[src/rtl/complex_accumulator.sv]
// complex_accumulator: saturating dot-product accumulator for packed
// complex products, with a start/done handshake and valid/ready terms.
//
// Ports:
//   clk, rst      rising-edge clock, synchronous active-high reset
//   start, count  begin an operation of 'count' terms (sampled in IDLE)
//   in_valid      in_data carries a term {imag, real}
//   in_ready      a term is accepted this cycle (ACCUM state)
//   done          one-cycle pulse, result/overflow are final
//   overflow      sticky saturation flag for the current operation
//   result        {imag sum, real sum}, each ACC_WIDTH bits
module complex_accumulator #(
    parameter int WIDTH     = 32,
    parameter int ACC_WIDTH = 40,
    parameter int CNT_WIDTH = 8
) (
    input  logic                   clk,
    input  logic                   rst,
    input  logic                   start,
    input  logic [CNT_WIDTH-1:0]   count,
    input  logic                   in_valid,
    input  logic [2*WIDTH-1:0]     in_data,
    output logic                   in_ready,
    output logic                   done,
    output logic                   overflow,
    output logic [2*ACC_WIDTH-1:0] result
);

    typedef enum logic [1:0] {
        IDLE,
        ACCUM,
        DONE
    } state_t;

    state_t state, state_nxt;

    logic [ACC_WIDTH-1:0] acc_re, acc_im;
    logic [ACC_WIDTH-1:0] sat_re, sat_im;
    logic [ACC_WIDTH:0]   sum_re, sum_im;
    logic                 clip_re, clip_im;
    logic [CNT_WIDTH-1:0] remaining;
    logic                 accept, last;

    function automatic logic [ACC_WIDTH:0] sext(
        input logic [WIDTH-1:0] v
    );
        return {{(ACC_WIDTH+1-WIDTH){v[WIDTH-1]}}, v};
    endfunction

    assign in_ready = (state == ACCUM);
    assign done     = (state == DONE);
    assign accept   = in_valid && in_ready;
    assign last     = (remaining == CNT_WIDTH'(1));

    // One guard bit makes the sum exact; it fits back into ACC_WIDTH
    // only when the guard bit equals the sign bit. Otherwise clamp
    // toward the guard bit's sign.
    always_comb begin
        sum_re  = {acc_re[ACC_WIDTH-1], acc_re} + sext(in_data[WIDTH-1:0]);
        sum_im  = {acc_im[ACC_WIDTH-1], acc_im}
                + sext(in_data[2*WIDTH-1:WIDTH]);
        clip_re = sum_re[ACC_WIDTH] ^ sum_re[ACC_WIDTH-1];
        clip_im = sum_im[ACC_WIDTH] ^ sum_im[ACC_WIDTH-1];
        sat_re  = clip_re
                ? {sum_re[ACC_WIDTH], {(ACC_WIDTH-1){~sum_re[ACC_WIDTH]}}}
                : sum_re[ACC_WIDTH-1:0];
        sat_im  = clip_im
                ? {sum_im[ACC_WIDTH], {(ACC_WIDTH-1){~sum_im[ACC_WIDTH]}}}
                : sum_im[ACC_WIDTH-1:0];
    end

    always_ff @(posedge clk) begin
        if (rst) state <= IDLE;
        else     state <= state_nxt;
    end

    always_comb begin
        state_nxt = state;
        case (state)
            IDLE: begin
                if (start)
                    state_nxt = (count == '0) ? DONE : ACCUM;
            end
            ACCUM: begin
                if (accept && last)
                    state_nxt = DONE;
            end
            DONE:    state_nxt = IDLE;
            default: state_nxt = IDLE;
        endcase
    end

    // result/overflow hold from done until the next accepted start.
    always_ff @(posedge clk) begin
        if (rst) begin
            acc_re    <= '0;
            acc_im    <= '0;
            remaining <= '0;
            overflow  <= 1'b0;
            result    <= '0;
        end else if (state == IDLE) begin
            if (start) begin
                acc_re    <= '0;
                acc_im    <= '0;
                overflow  <= 1'b0;
                remaining <= count;
                if (count == '0)
                    result <= '0;
            end
        end else if (state == ACCUM) begin
            if (accept) begin
                acc_re    <= sat_re;
                acc_im    <= sat_im;
                overflow  <= overflow | clip_re | clip_im;
                remaining <= remaining - CNT_WIDTH'(1);
                if (last)
                    result <= {sat_im, sat_re};
            end
        end
    end

endmodule

[config.mk]
export PLATFORM = sky130hd
export DESIGN_NAME = complex_accumulator
export DESIGN_NICKNAME = d
export VERILOG_FILES = /design/src/rtl/complex_accumulator.sv
export SDC_FILE = /design/constraint.sdc
export NUM_CORES = 1
export LEC_CHECK = 0
export CAP_MARGIN = 20
export CORE_UTILIZATION = 30
export CTS_CLUSTER_SIZE = 10
export DETAILED_ROUTE_END_ITERATION = 6
export GPL_TIMING_DRIVEN = 0
export PLACE_DENSITY_LB_ADDON = 0.12
export SETUP_SLACK_MARGIN = 0.5
export SLEW_MARGIN = 5
export SYNTH_ARGS = -nofsm -noshare
export SYNTH_HDL_FRONTEND = slang
export SYNTH_SLANG_ARGS = --single-unit
[constraint.sdc]
create_clock -name clk -period 6.09 [get_ports clk]
set_input_delay 1.218 -clock clk [delete_from_list [all_inputs] [get_ports clk]]
set_output_delay 1.218 -clock clk [all_outputs]
set_load 0.02 [all_outputs]
Word-level counts from Yosys, hierarchy flattened
Cells that the tools add are included.
W data, S select, Z words.

storage, ports and cells
  register bits = 171
  bits of input ports = 76
  output and inout bits = 83
  word-level logic and storage cells = 58

operators by class
  add/sub/neg operators = 3
  equality and inequality tests = 6
  muxes and demuxes = 27
  bitwise gates (word level) = 6
  reduce and logical (&&, ||, !) cells = 10

operators with widths
  operator               number
  $mux W80               6
  $mux W40               9
  $add A40 B32 Y41       2
  $mux W8                4
  $eq A8 B1 Y1 const B   1
  $logic_not A8 Y1       1
  $sub A8 B1 Y8 const B  1
  $mux W2                3
  $reduce_bool A2 Y1     3
  $reduce_and A5 Y1      1
  $mux W1                4
  $ne A2 B2 Y1 const B   2
  $pmux W2 S2            1
  $reduce_and A3 Y1      1
  $eq A2 B1 Y1 const B   1
  $eq A2 B2 Y1 const B   1
  $logic_and A1 B1 Y1    2
  $logic_not A2 Y1       1
  $ne A2 B1 Y1 const B   1
  $not A1 Y1             2
  $or A1 B1 Y1           2
  $reduce_and A2 Y1      1
  $xor A1 B1 Y1          2

Longest topological paths before layout
Gate-level depths: netlist of the first run.

  depth after elaboration = 7
  gate-level depth with buffers = 17
  mapped depth without buffers = 16

Worst setup path before layout of the first run
OpenSTA, ideal clock, no wires.

  path kind = input port to flip-flop
  start point = in in_data[0]
  end point = reg acc_re[13]
  setup time = 0.070 ns
  arrival time = 4.622 ns
  data required time = 6.020 ns
  path slack = 1.398 ns
  stages on the path = 17
  buffers on the path = 1
  cells stage by stage = ha_1 inv_1 fa_1 nor2b_1 o31a_1 a221o_1 a211oi_1 o41ai_2 a31oi_2 nor2_1 o22ai_1 ha_1 o221ai_2 buf_2 a21boi_0 nand2_1 a21oi_1

on the way
  cells in the longest elaborated chain, start to end = 6
  elaborated cells between the ends (all ways) = 7
  classes of those cells = add/sub: 1; mux: 4; bitwise: 2

RTL lines
  element                                      line    source
  from (decl)                                  22      input logic [2*WIDTH-1:0] in_data,
  $add A40 B32 Y41 *                           59      sum_re = {acc_re[ACC_WIDTH-1], acc_re} + sext(in_data[WIDTH-1:0]);
  $xor A1 B1 Y1 or $not A1 Y1 (tied branches)  62, 65
  $mux W40 *                                   65      ? {sum_re[ACC_WIDTH], {(ACC_WIDTH-1){~sum_re[ACC_WIDTH]}}}
  $mux W40 *                                   111     if (accept) begin
  $mux W40 *                                   110     end else if (state == ACCUM) begin
  $mux W40 *                                   101     end else if (state == IDLE) begin
  to (signal assigned)                         112     acc_re <= sat_re;
  to (decl)                                    37      logic [ACC_WIDTH-1:0] acc_re, acc_im;

Every way passes the cells marked *; elsewhere a longest branch is shown, timed or not. The select of a mux whose other input is x is not followed.
A chain may end at the register's enable or synchronous reset.

Worst setup path in the final report of the first run
  start point = in in_data[0]
  end point = reg result[8]

on the way
  cells in the longest elaborated chain, start to end = 7
  elaborated cells between the ends (all ways) = 8
  classes of those cells = add/sub: 1; mux: 5; bitwise: 2

RTL lines
  element                                      line    source
  $add A40 B32 Y41 *                           59
  $xor A1 B1 Y1 or $not A1 Y1 (tied branches)  62, 65
  $mux W40 *                                   65
  $mux W80 *                                   116     if (last)
  $mux W80 *                                   111
  $mux W80 *                                   110
  $mux W80 *                                   101
  to (signal assigned)                         117     result <= {sat_im, sat_re};
  to (decl)                                    26      output logic [2*ACC_WIDTH-1:0] result

Marked as above.

==> reports/results.txt, run 1 <==
area grow syn2layout: 26.1%
VDD IR max: 0.199 mV
synthesized instance count: 1377
CP Class: in -> reg
initial antenna violation count: 0
WL final: 35.0 mm
Routed WL per cell: 17.3 µm
share of layout cells above drive strength 1: 5.74%
clock skew: 0.0192 ns
GR Util met1: 25.7%
CTS Hold Buffers Added: 0
Mapped Avg Cell Area: 7.78 µm²
CP max-delay cell: clkdlybuf4s50_1
initial drt markers: 675
final hold vios: 0
FILL cells: 3659
Critical Path RT: 6.46 ns
commonest non-fill, non-tap cells in the layout: nand2_1 (239), dfxtp_1 (171), clkdlybuf4s50_1 (157), a21oi_1 (145), o21ai_0 (113)
Finished Layout Cells: 2022
Critical Path Most Common Cell: ha_1
# IOs: 159
post-synth top area share: 32.0%
outcome: completed
Layout Nets: 1716
Mapped Area: 10700 µm²
Die X: 191 µm
Root Buffer: clkbuf_16
largest net degree at the start of global routing: 17
hpwl dp: 27.0 mm
endpoint class of the critical path: flip-flop
met2 usage: 32.0%
via count: 10424
Initial Util: 30.8%
via/cell ratio: 5.16
Post-synth top flop: dfxtp_1
GR Util All Layers: 19.3%
GRT busiest layer: met2
post-synthesis async set-or-reset flop share: 0%
die extent in y: 191 µm
post-route cell area: 13500 µm²
relative slew slack: 41.7%
std cell rows: 68
Pleak: 5.44 nW
ANT nets after route: 0
Synth cell types: 64
Final Max Tran Viols: 0
Hold WC Path Type: reg -> reg
# DRC: 0
RSZ-0062 raised after global routing: no
first-pass GRT wire length: 54.7 mm
Antenna Cells: 0
Fin Setup TNS: 0 ns
Max Root-Sink Buffers: 2
# clock sinks: 171
ratio of final minimum period to clock period: 88.3%
CTS clk-pin slew, worst paths: 0.07 ns
Max-Cap Viols: 0
critical path arrival: 5.75 ns
vias in the first global route: 9944
PD cells: 240 nW/µm²
worst slew pin tran: 0.871 ns
area leader, netlist: dfxtp_1
CP Cell Sequence: clkdlybuf4s50_1 > ha_1 > inv_1 > fa_1 > nor2b_1 > o31a_1 > a221o_2 > a211oi_4 > o41ai_4 > a31oi_2 > nor2_1 > o22ai_1 > ha_1 > o221ai_4 > clkbuf_2 > a21boi_1 > nand2_1 > a21oi_1
drt pass-1 iters: 5
Max Freq: 186 MHz
CP Launch Type: input port
min cycle time layout: 5.38 ns
DP Cell Count: 1989
grt met3 use: 3.34%
Synthesis Warnings: 0
Congestion Overflow GR: 0
Worst path max stage delay: 0.44 ns
htree depth: 4
RePlAce Congestion: 0.894
worst-case hold slack: 0.454 ns
CTS tree: yes
Synth area leaders: dfxtp_1 (32%), ha_1 (9.8%), nand2_1 (8.4%)
clock latency on the worst-skew pair: 0.46 ns
Synthesized Nets: 1539
synthesized flop and latch total: 171
CTS Buf Count: 17
Design Power: 3.25 mW
EDFF count, synth: 0
Critical Path Fanout Max: 10
most common cell after layout, fill and taps aside: nand2_1
Area after DPL: 12900 µm²
Port Buffers: 157
Core ar.: 34800 µm²
sequential fraction of the synthesis area: 32.0%
final setup vio count: 0
die area: 36500 µm²
where the power goes:
group	switching (mW)	leakage, nW	total, mW	internal (mW)
sequential	0.0330	1.38	1.20	1.17
combinational	0.568	3.78	0.906	0.339
clock	0.522	0.282	1.14	0.617
cells by family (layout without fill, tap and decap cells):
group           after synthesis  in the layout  share of synthesized area, %
compound gates              499            499                          29.9
simple gates                458            458                          19.1
flops                       171            171                          32.0
buf+inv                     101            291                          3.81
fa+ha+maj                    86             86                          10.2
xor+xnor                     62             62                          5.07
worst max-delay path: cells and delay by family:
family                   cells  cell delay, ns
AND/OR/NAND/NOR              3            0.27
adder cells (fa/ha/maj)      3            0.80
AO/OA/AOI/OAI                9            2.63
buffers and inverters        3            0.81
path summary, 6_finish.rpt:
check,slack (ns),cells past startpoint,start,to
max,0.71,18,in_data[0],result[8]
min,0.45,2,result[57],result[57]
max reg2reg,1.65,17,acc_re[0],result[8]
min reg2reg,0.45,2,result[57],result[57]
what timing repair did:
action                     CTS  global route
setup endpoints to repair   69            61
resized for setup           14             6
hold endpoints to repair     0             0
pin swaps                    0             1
setup buffers                0             1
Yosys cell counts, drive strengths merged, types with 14 or more instances:
master / n
o21ai: 135
a21oi: 145
inv: 27
o21a: 20
nand2b: 20
nand2: 239
xor2: 22
a31oi: 18
dfxtp: 171
buf: 18
clkbuf: 56
xnor2: 40
a211oi: 14
nor2: 83
nand3: 23
ha: 84
a21boi: 21
a21o: 46
a22o: 26
metrics by stage:
stage | utilization [%] | setup WS [ns]
finish | 38.8 | 0.714
global route | 38.8 | 0.538
CTS | 38.7 | 0.457
detailed placement | 36.9 | -0.381
global placement | 36.9 | -0.448
floorplan | - | 1.40
registers in the layout (all words and copies together) (netlist names):
name	count
overflow	1
acc_im	40
result	80
state	2
remaining	8
acc_re	40
layer usage:
layer	wire (µm)	vias up
met1	16700	4878
met2	16500	209
met4	504	0
li1	-	5307
met3	1280	30
met5	0	-
layout make-up:
class                   count  area [µm²]  share of cell area, %
multi-input cells        1105        6940                   51.3
well taps                 455         569                   4.21
clock buffers              19         433                   3.20
inverters                  27         101                  0.750
plain buffers              74         314                   2.32
clock inverters            13         156                   1.16
repair buffers            158        1580                   11.7
flip-flops and latches    171        3420                   25.3
Note: power is estimated with default switching activity, not from simulation.
==> run 2: changes to the inputs <==
--- a/config.mk
+++ b/config.mk
@@ -6,12 +6,15 @@
 export NUM_CORES = 1
 export LEC_CHECK = 0
 export CAP_MARGIN = 20
+export CELL_PAD_IN_SITES_DETAIL_PLACEMENT = 1
+export CELL_PAD_IN_SITES_GLOBAL_PLACEMENT = 1
 export CORE_UTILIZATION = 30
 export CTS_CLUSTER_SIZE = 10
 export DETAILED_ROUTE_END_ITERATION = 6
 export GPL_TIMING_DRIVEN = 0
 export PLACE_DENSITY_LB_ADDON = 0.12
 export SETUP_SLACK_MARGIN = 0.5
+export SKIP_CTS_REPAIR_TIMING = 1
 export SLEW_MARGIN = 5
 export SYNTH_ARGS = -nofsm -noshare
 export SYNTH_HDL_FRONTEND = slang
==> constraint.sdc (replaced) <==
create_clock -name clk -period 6.09 [get_ports clk]
set_input_delay 1.218 -clock clk [delete_from_list [all_inputs] [get_ports clk]]
set_output_delay 1.218 -clock clk [all_outputs]
set_load 0.005 [all_outputs]
==> run 2 against run 1 <==
Sequential power about the same. Non-clock buffer count up 1. Sequential share of layout area about the same. Final cell count about the same. Register-to-register slack better by 0.08 ns. Critical path depth unchanged. Via count up 2.1%. Clock power about the same. Clock skew down 0.0039 ns. Highest routed layer unchanged. Die area unchanged. Maximum frequency up 1.4%.
==> reports/results.txt, run 2 (synthesis gave the netlist of run 1 again) <==
min cycle time layout: 5.30 ns (was 5.38 ns)
worst slew pin tran: 0.962 ns (was 0.871 ns)
Area after DPL: 12900 µm² (unchanged)
Int Pwr: 2.09 mW (was 2.12 mW)
CP Class: in -> reg (unchanged)
area grow syn2layout: 26.3% (was 26.1%)
Final Max Tran Viols: 0 (unchanged)
initial antenna violation count: 0 (unchanged)
Port Buffers: 157 (unchanged)
Congestion Overflow GR: 0 (unchanged)
Hold WC Path Type: reg -> reg (unchanged)
Max Root-Sink Buffers: 2 (unchanged)
Critical Path RT: 6.47 ns (was 6.46 ns)
Logic pwr share: 28.7% (was 27.9%)
Initial Util: 30.8% (unchanged)
PD cells: 241 nW/µm² (was 240 nW/µm²)
Pleak: 5.45 nW (was 5.44 nW)
Antenna Cells: 0 (unchanged)
drt pass-1 iters: 5 (unchanged)
endpoint class of the critical path: flip-flop (unchanged)
Max Freq: 189 MHz (was 186 MHz)
WL final: 38.3 mm (was 35.0 mm)
CP Launch Type: input port (unchanged)
via count: 10643 (was 10424)
switching pwr: 1.17 mW (was 1.12 mW)
# clock sinks: 171 (unchanged)
sw frac: 35.9% (was 34.6%)
RSZ-0062 raised after global routing: no (unchanged)
Die X: 191 µm (unchanged)
post-route cell area: 13500 µm² (about the same)
RePlAce Congestion: 0.848 (was 0.894)
initial drt markers: 451 (was 675)
largest net degree at the start of global routing: 18 (was 17)
# DRC: 0 (unchanged)
Clock Power Share: 34.5% (was 35.1%)
Critical Path Fanout Max: 10 (unchanged)
CTS Buf Count: 17 (unchanged)
die extent in y: 191 µm (unchanged)
VDD IR max: 0.218 mV (was 0.199 mV)
final hold vios: 0 (unchanged)
Seq pwr share: 36.8% (was 37.0%)
clock latency on the worst-skew pair: 0.46 ns (about the same)
first-pass GRT wire length: 61.0 mm (was 54.7 mm)
ANT nets after route: 0 (unchanged)
clock skew: 0.0153 ns (was 0.0192 ns)
relative slew slack: 35.6% (was 41.7%)
GR Util All Layers: 21.5% (was 19.3%)
Layout Nets: 1717 (was 1716)
biggest regs: result (80), acc_im (40), acc_re (40) (unchanged)
largest reg by FF count: result (unchanged)
outcome: completed (unchanged)
htree depth: 4 (unchanged)
most common cell after layout, fill and taps aside: nand2_1 (unchanged)
Routed WL per cell: 18.9 µm (was 17.3 µm)
Core ar.: 34800 µm² (unchanged)
# IOs: 159 (unchanged)
via/cell ratio: 5.26 (was 5.16)
Max-Cap Viols: 0 (unchanged)
vias in the first global route: 11069 (was 9944)
die area: 36500 µm² (unchanged)
hpwl dp: 29.8 mm (was 27.0 mm)
CTS clk-pin slew, worst paths: 0.07 ns (about the same)
Design Power: 3.26 mW (was 3.25 mW)
share of layout cells above drive strength 1: 5.87% (was 5.74%)
CTS tree: yes (unchanged)
ratio of final minimum period to clock period: 87.0% (was 88.3%)
final setup vio count: 0 (unchanged)
Root Buffer: clkbuf_16 (unchanged)
max reg flops: 80 (unchanged)
commonest non-fill, non-tap cells in the layout: nand2_1 (239), dfxtp_1 (171), clkdlybuf4s50_1 (157), a21oi_1 (145), o21ai_0 (113) (unchanged)
critical path arrival: 5.69 ns (was 5.75 ns)
std cell rows: 68 (unchanged)
run 2: cell count changes in the layout (fill, tap and decap cells not counted), sizes merged:
cell	change
bufinv	-1
inv	+1
buf	+2
clkinvlp	+1
clkbuf	-2
run 2: final cells by class:
cell class                 count  area, µm²
multi-input combinational   1105       6940
timing repair buffer         159       1590
fill                        4191      21300
clock buffer                  18        429
clock inverter                14        153
inverter                      27        101
buffer                        74        320
sequential                   171       3420
tap                          455        569
run 2: worst max-delay path, cell delays in order:
cell             delay (ns)
clkdlybuf4s50_1        0.46
ha_1                   0.26
inv_1                  0.08
fa_1                   0.21
nor2b_1                0.07
o31a_1                 0.28
a221o_2                0.45
a211oi_4               0.38
o41ai_4                0.14
a31oi_4                0.29
nor2_1                 0.09
o22ai_1                0.20
ha_1                   0.35
o221ai_4               0.35
buf_4                  0.26
a21boi_1               0.28
nand2_1                0.12
a21oi_1                0.18
run 2: power by group through the flow:
stage                     clock (mW)  sequential, mW  combinational, mW
after global placement             0            1.23              0.899
after global routing            1.21            1.21               1.04
after floorplan                    0            1.22              0.605
after CTS                       1.16            1.20              0.915
after detailed placement           0            1.23              0.909
final                           1.13            1.20              0.936
run 2: per-stage QoR:
stage	TNS (ns)	worst slack, ns	hold WS (ns)	instances	util [%]
final	0	0.789	0.456	2023	38.9
after global routing	0	0.514	0.472	2023	38.9
after CTS	-0.277	-0.0997	0.459	2021	38.6
after detailed placement	-25.12	-0.564	0.442	1989	36.9
after floorplan	0	1.40	0.429	1377	-
after global placement	-23.74	-0.521	0.436	1989	36.9
run 2: path summary, 6_finish.rpt:
check             startpoint  slack (ns)          to  cells past startpoint
setup / recovery  in_data[0]        0.79  acc_re[12]                     18
hold / removal    result[57]        0.46  result[57]                      2
setup reg to reg   acc_re[6]        1.73  acc_re[12]                     16
hold reg to reg   result[57]        0.46  result[57]                      2
run 2: routing by layer:
| metal | wire, µm | GRT usage, % |
|---|---|---|
| met1 | 17700 | 27.1 |
| met2 | 18600 | 37.4 |
| met3 | 1170 | 3.30 |
| met4 | 755 | 6.25 |
| met5 | 0 | 0 |
==> run 3: changes to the inputs <==
==> constraint.sdc (replaced) <==
create_clock -name clk -period 4.5 [get_ports clk]
set_input_delay 0.9 -clock clk [delete_from_list [all_inputs] [get_ports clk]]
set_output_delay 0.9 -clock clk [all_outputs]
set_load 0.005 [all_outputs]
==> run 3 against run 2 <==
Sequential share of layout area is 2.6 points lower. Sequential cell count is the same. First-iteration DRC count fell by 15%. Hold slack got worse by 0.0015 ns. Clock-buffer cell count is 1 higher. Critical path depth rose by 2. Final cell count is 2.5% higher. Critical path type unchanged. Critical endpoint is now result[21]. Largest cell class unchanged.
==> reports/results.txt, run 3 (synthesis gave the netlist of run 1 again) <==
ANT nets after route: 0 (unchanged)
CTS Buf Count: 17 (unchanged)
clock latency on the worst-skew pair: 0.47 ns (was 0.46 ns)
WL final: 39.8 mm (was 38.3 mm)
outcome: completed (unchanged)
worst slew pin tran: 0.885 ns (was 0.962 ns)
Routed WL per cell: 19.2 µm (was 18.9 µm)
hpwl dp: 29.3 mm (was 29.8 mm)
post-route cell area: 15100 µm² (was 13500 µm²)
worst setup margin: 0.337 ns (was 0.789 ns)
ratio of final minimum period to clock period: 92.5%
Area after DPL: 13000 µm² (was 12900 µm²)
relative slew slack: 40.8% (was 35.6%)
CP Class: in -> reg (unchanged)
Core ar.: 34800 µm² (unchanged)
FILL cells: 4098 (was 4191)
std cell rows: 68 (unchanged)
CTS tree: yes (unchanged)
most common cell after layout, fill and taps aside: nand2_1 (unchanged)
Fin Setup TNS: 0 ns (unchanged)
DP Cell Count: 1989 (unchanged)
# clock sinks: 171 (unchanged)
Max-Cap Viols: 0 (unchanged)
via/cell ratio: 5.26 (about the same)
htree depth: 4 (unchanged)
Max Root-Sink Buffers: 2 (unchanged)
die extent in y: 191 µm (unchanged)
Finished Layout Cells: 2074 (was 2023)
Hold WC Path Type: reg -> reg (unchanged)
drt pass-1 iters: 4 (was 5)
largest reg by FF count: result (unchanged)
Max Freq: 240 MHz
worst-case hold slack: 0.454 ns (was 0.456 ns)
HP Start: result[56] (was result[57])
Die X: 191 µm (unchanged)
final hold vios: 0 (unchanged)
Placement Setup Slack: -1.41 ns (was -0.564 ns)
max reg flops: 80 (unchanged)
# DRC: 0 (unchanged)
final setup vio count: 0 (unchanged)
via count: 10901 (was 10643)
largest net degree at the start of global routing: 18 (unchanged)
RePlAce Congestion: 0.885 (was 0.848)
Critical Path Fanout Max: 6 (was 10)
Pleak: 6.12 nW (was 5.45 nW)
Layout Nets: 1768 (was 1717)
CP Launch Type: input port (unchanged)
Root Buffer: clkbuf_16 (unchanged)
reg-to-reg endpoint: result[21] (was acc_re[12])
biggest regs: result (80), acc_im (40), acc_re (40) (unchanged)
area grow syn2layout: 40.9% (was 26.3%)
CTS clk-pin slew, worst paths: 0.07 ns (about the same)
RSZ-0062 raised after global routing: yes (was no)
Critical Path RT: 4.89 ns (was 6.47 ns)
VDD IR max: 0.329 mV (was 0.218 mV)
Initial Util: 30.8% (unchanged)
initial drt markers: 385 (was 451)
commonest non-fill, non-tap cells in the layout: nand2_1 (221), dfxtp_1 (171), clkdlybuf4s50_1 (128), a21oi_1 (103), o21ai_0 (90) (was nand2_1 (239), dfxtp_1 (171), clkdlybuf4s50_1 (157), a21oi_1 (145), o21ai_0 (113))
min cycle time layout: 4.16 ns
Final Max Tran Viols: 0 (unchanged)
Hold Crit Depth: 2 (unchanged)
critical path arrival: 4.55 ns (was 5.69 ns)
reg2reg setup slack: 0.52 ns (was 1.73 ns)
die area: 36500 µm² (unchanged)
Design Power: 4.78 mW (was 3.26 mW)
Worst R2R Path Depth: 18 (was 16)
Port Buffers: 157 (unchanged)
first-pass GRT wire length: 59.1 mm (was 61.0 mm)
hold path endpoint: result[56] (was result[57])
launching point of the worst reg2reg path: acc_re[6] (unchanged)
share of layout cells above drive strength 1: 20.1% (was 5.87%)
Congestion Overflow GR: 0 (unchanged)
PD cells: 317 nW/µm² (was 241 nW/µm²)
endpoint class of the critical path: flip-flop (unchanged)
# IOs: 159 (unchanged)
GR Util All Layers: 20.8% (was 21.5%)
Antenna Cells: 0 (unchanged)
initial antenna violation count: 0 (unchanged)
clock skew: 0.0167 ns (was 0.0153 ns)
vias in the first global route: 10894 (was 11069)
core occupancy in the finished layout: 43.4% (was 38.9%)
run 3: cell count changes in the layout (fill, tap and decap cells not counted), moves of 14 or more:
cell             delta
o21ai_1            +17
nand2_1            -18
buf_4              +48
dlymetal6s2s_1     +22
clkdlybuf4s50_1    -29
o21ai_0            -23
a21oi_1            -42
ha_4               +22
ha_1               -32
a21boi_4           +14
nand2_2            +16
a21oi_2            +38
clkbuf_1           -19
run 3: cell type report:
type                    count  area [µm²]  share of cell area [%]
plain buffers              74         442                    2.93
well taps                 455         569                    3.77
multi-input cells        1105        7900                    52.4
repair buffers            210        2080                    13.8
clock inverters            13         123                   0.813
flip-flops and latches    171        3420                    22.7
clock buffers              19         443                    2.94
inverters                  27         105                   0.696
run 3: worst max-delay path, cell delays in order:
cell	delay, ns
buf_8	0.10
ha_4	0.15
inv_2	0.05
fa_2	0.20
nor2b_2	0.05
o31a_1	0.29
a221o_2	0.44
a211oi_4	0.38
o41ai_4	0.15
a31oi_4	0.26
nor2_2	0.07
o22ai_2	0.18
ha_4	0.27
o221ai_4	0.22
buf_6	0.14
buf_6	0.11
buf_12	0.13
buf_8	0.12
o211ai_1	0.15
a21oi_1	0.19
run 3: how the worst max path moves through the flow:
| stage | start | end | slack [ns] | cells past startpoint |
|---|---|---|---|---|
| 2_1_floorplan | in_data[0] | acc_re[12] | 0.39 | 17 |
| 6_report | in_data[0] | result[21] | 0.34 | 20 |
| 3_5_place_dp | in_data[0] | result[29] | -1.41 | 17 |
| 5_1_grt | in_data[0] | result[21] | 0.24 | 20 |
| 4_1_cts | in_data[0] | result[18] | -0.90 | 17 |
| 3_3_place_gp | in_data[0] | result[18] | -1.38 | 17 |
run 3: layer usage:
metal / global-route usage (%) / up-vias / share of wire [%]
li1: - / 5400 / -
met1: 25.9 / 5285 / 45
met2: 36.7 / 168 / 51
met3: 2.83 / 48 / 2.7
met4: 7.05 / 0 / 2.0
met5: 0 / - / 0
run 3: where the power goes:
group / total [mW] / leakage (nW) / internal [mW] / switching [mW]
Sequential: 1.63 / 1.38 / 1.58 / 0.0547
Combinational: 1.64 / 4.46 / 0.698 / 0.947
Clock: 1.50 / 0.278 / 0.749 / 0.756
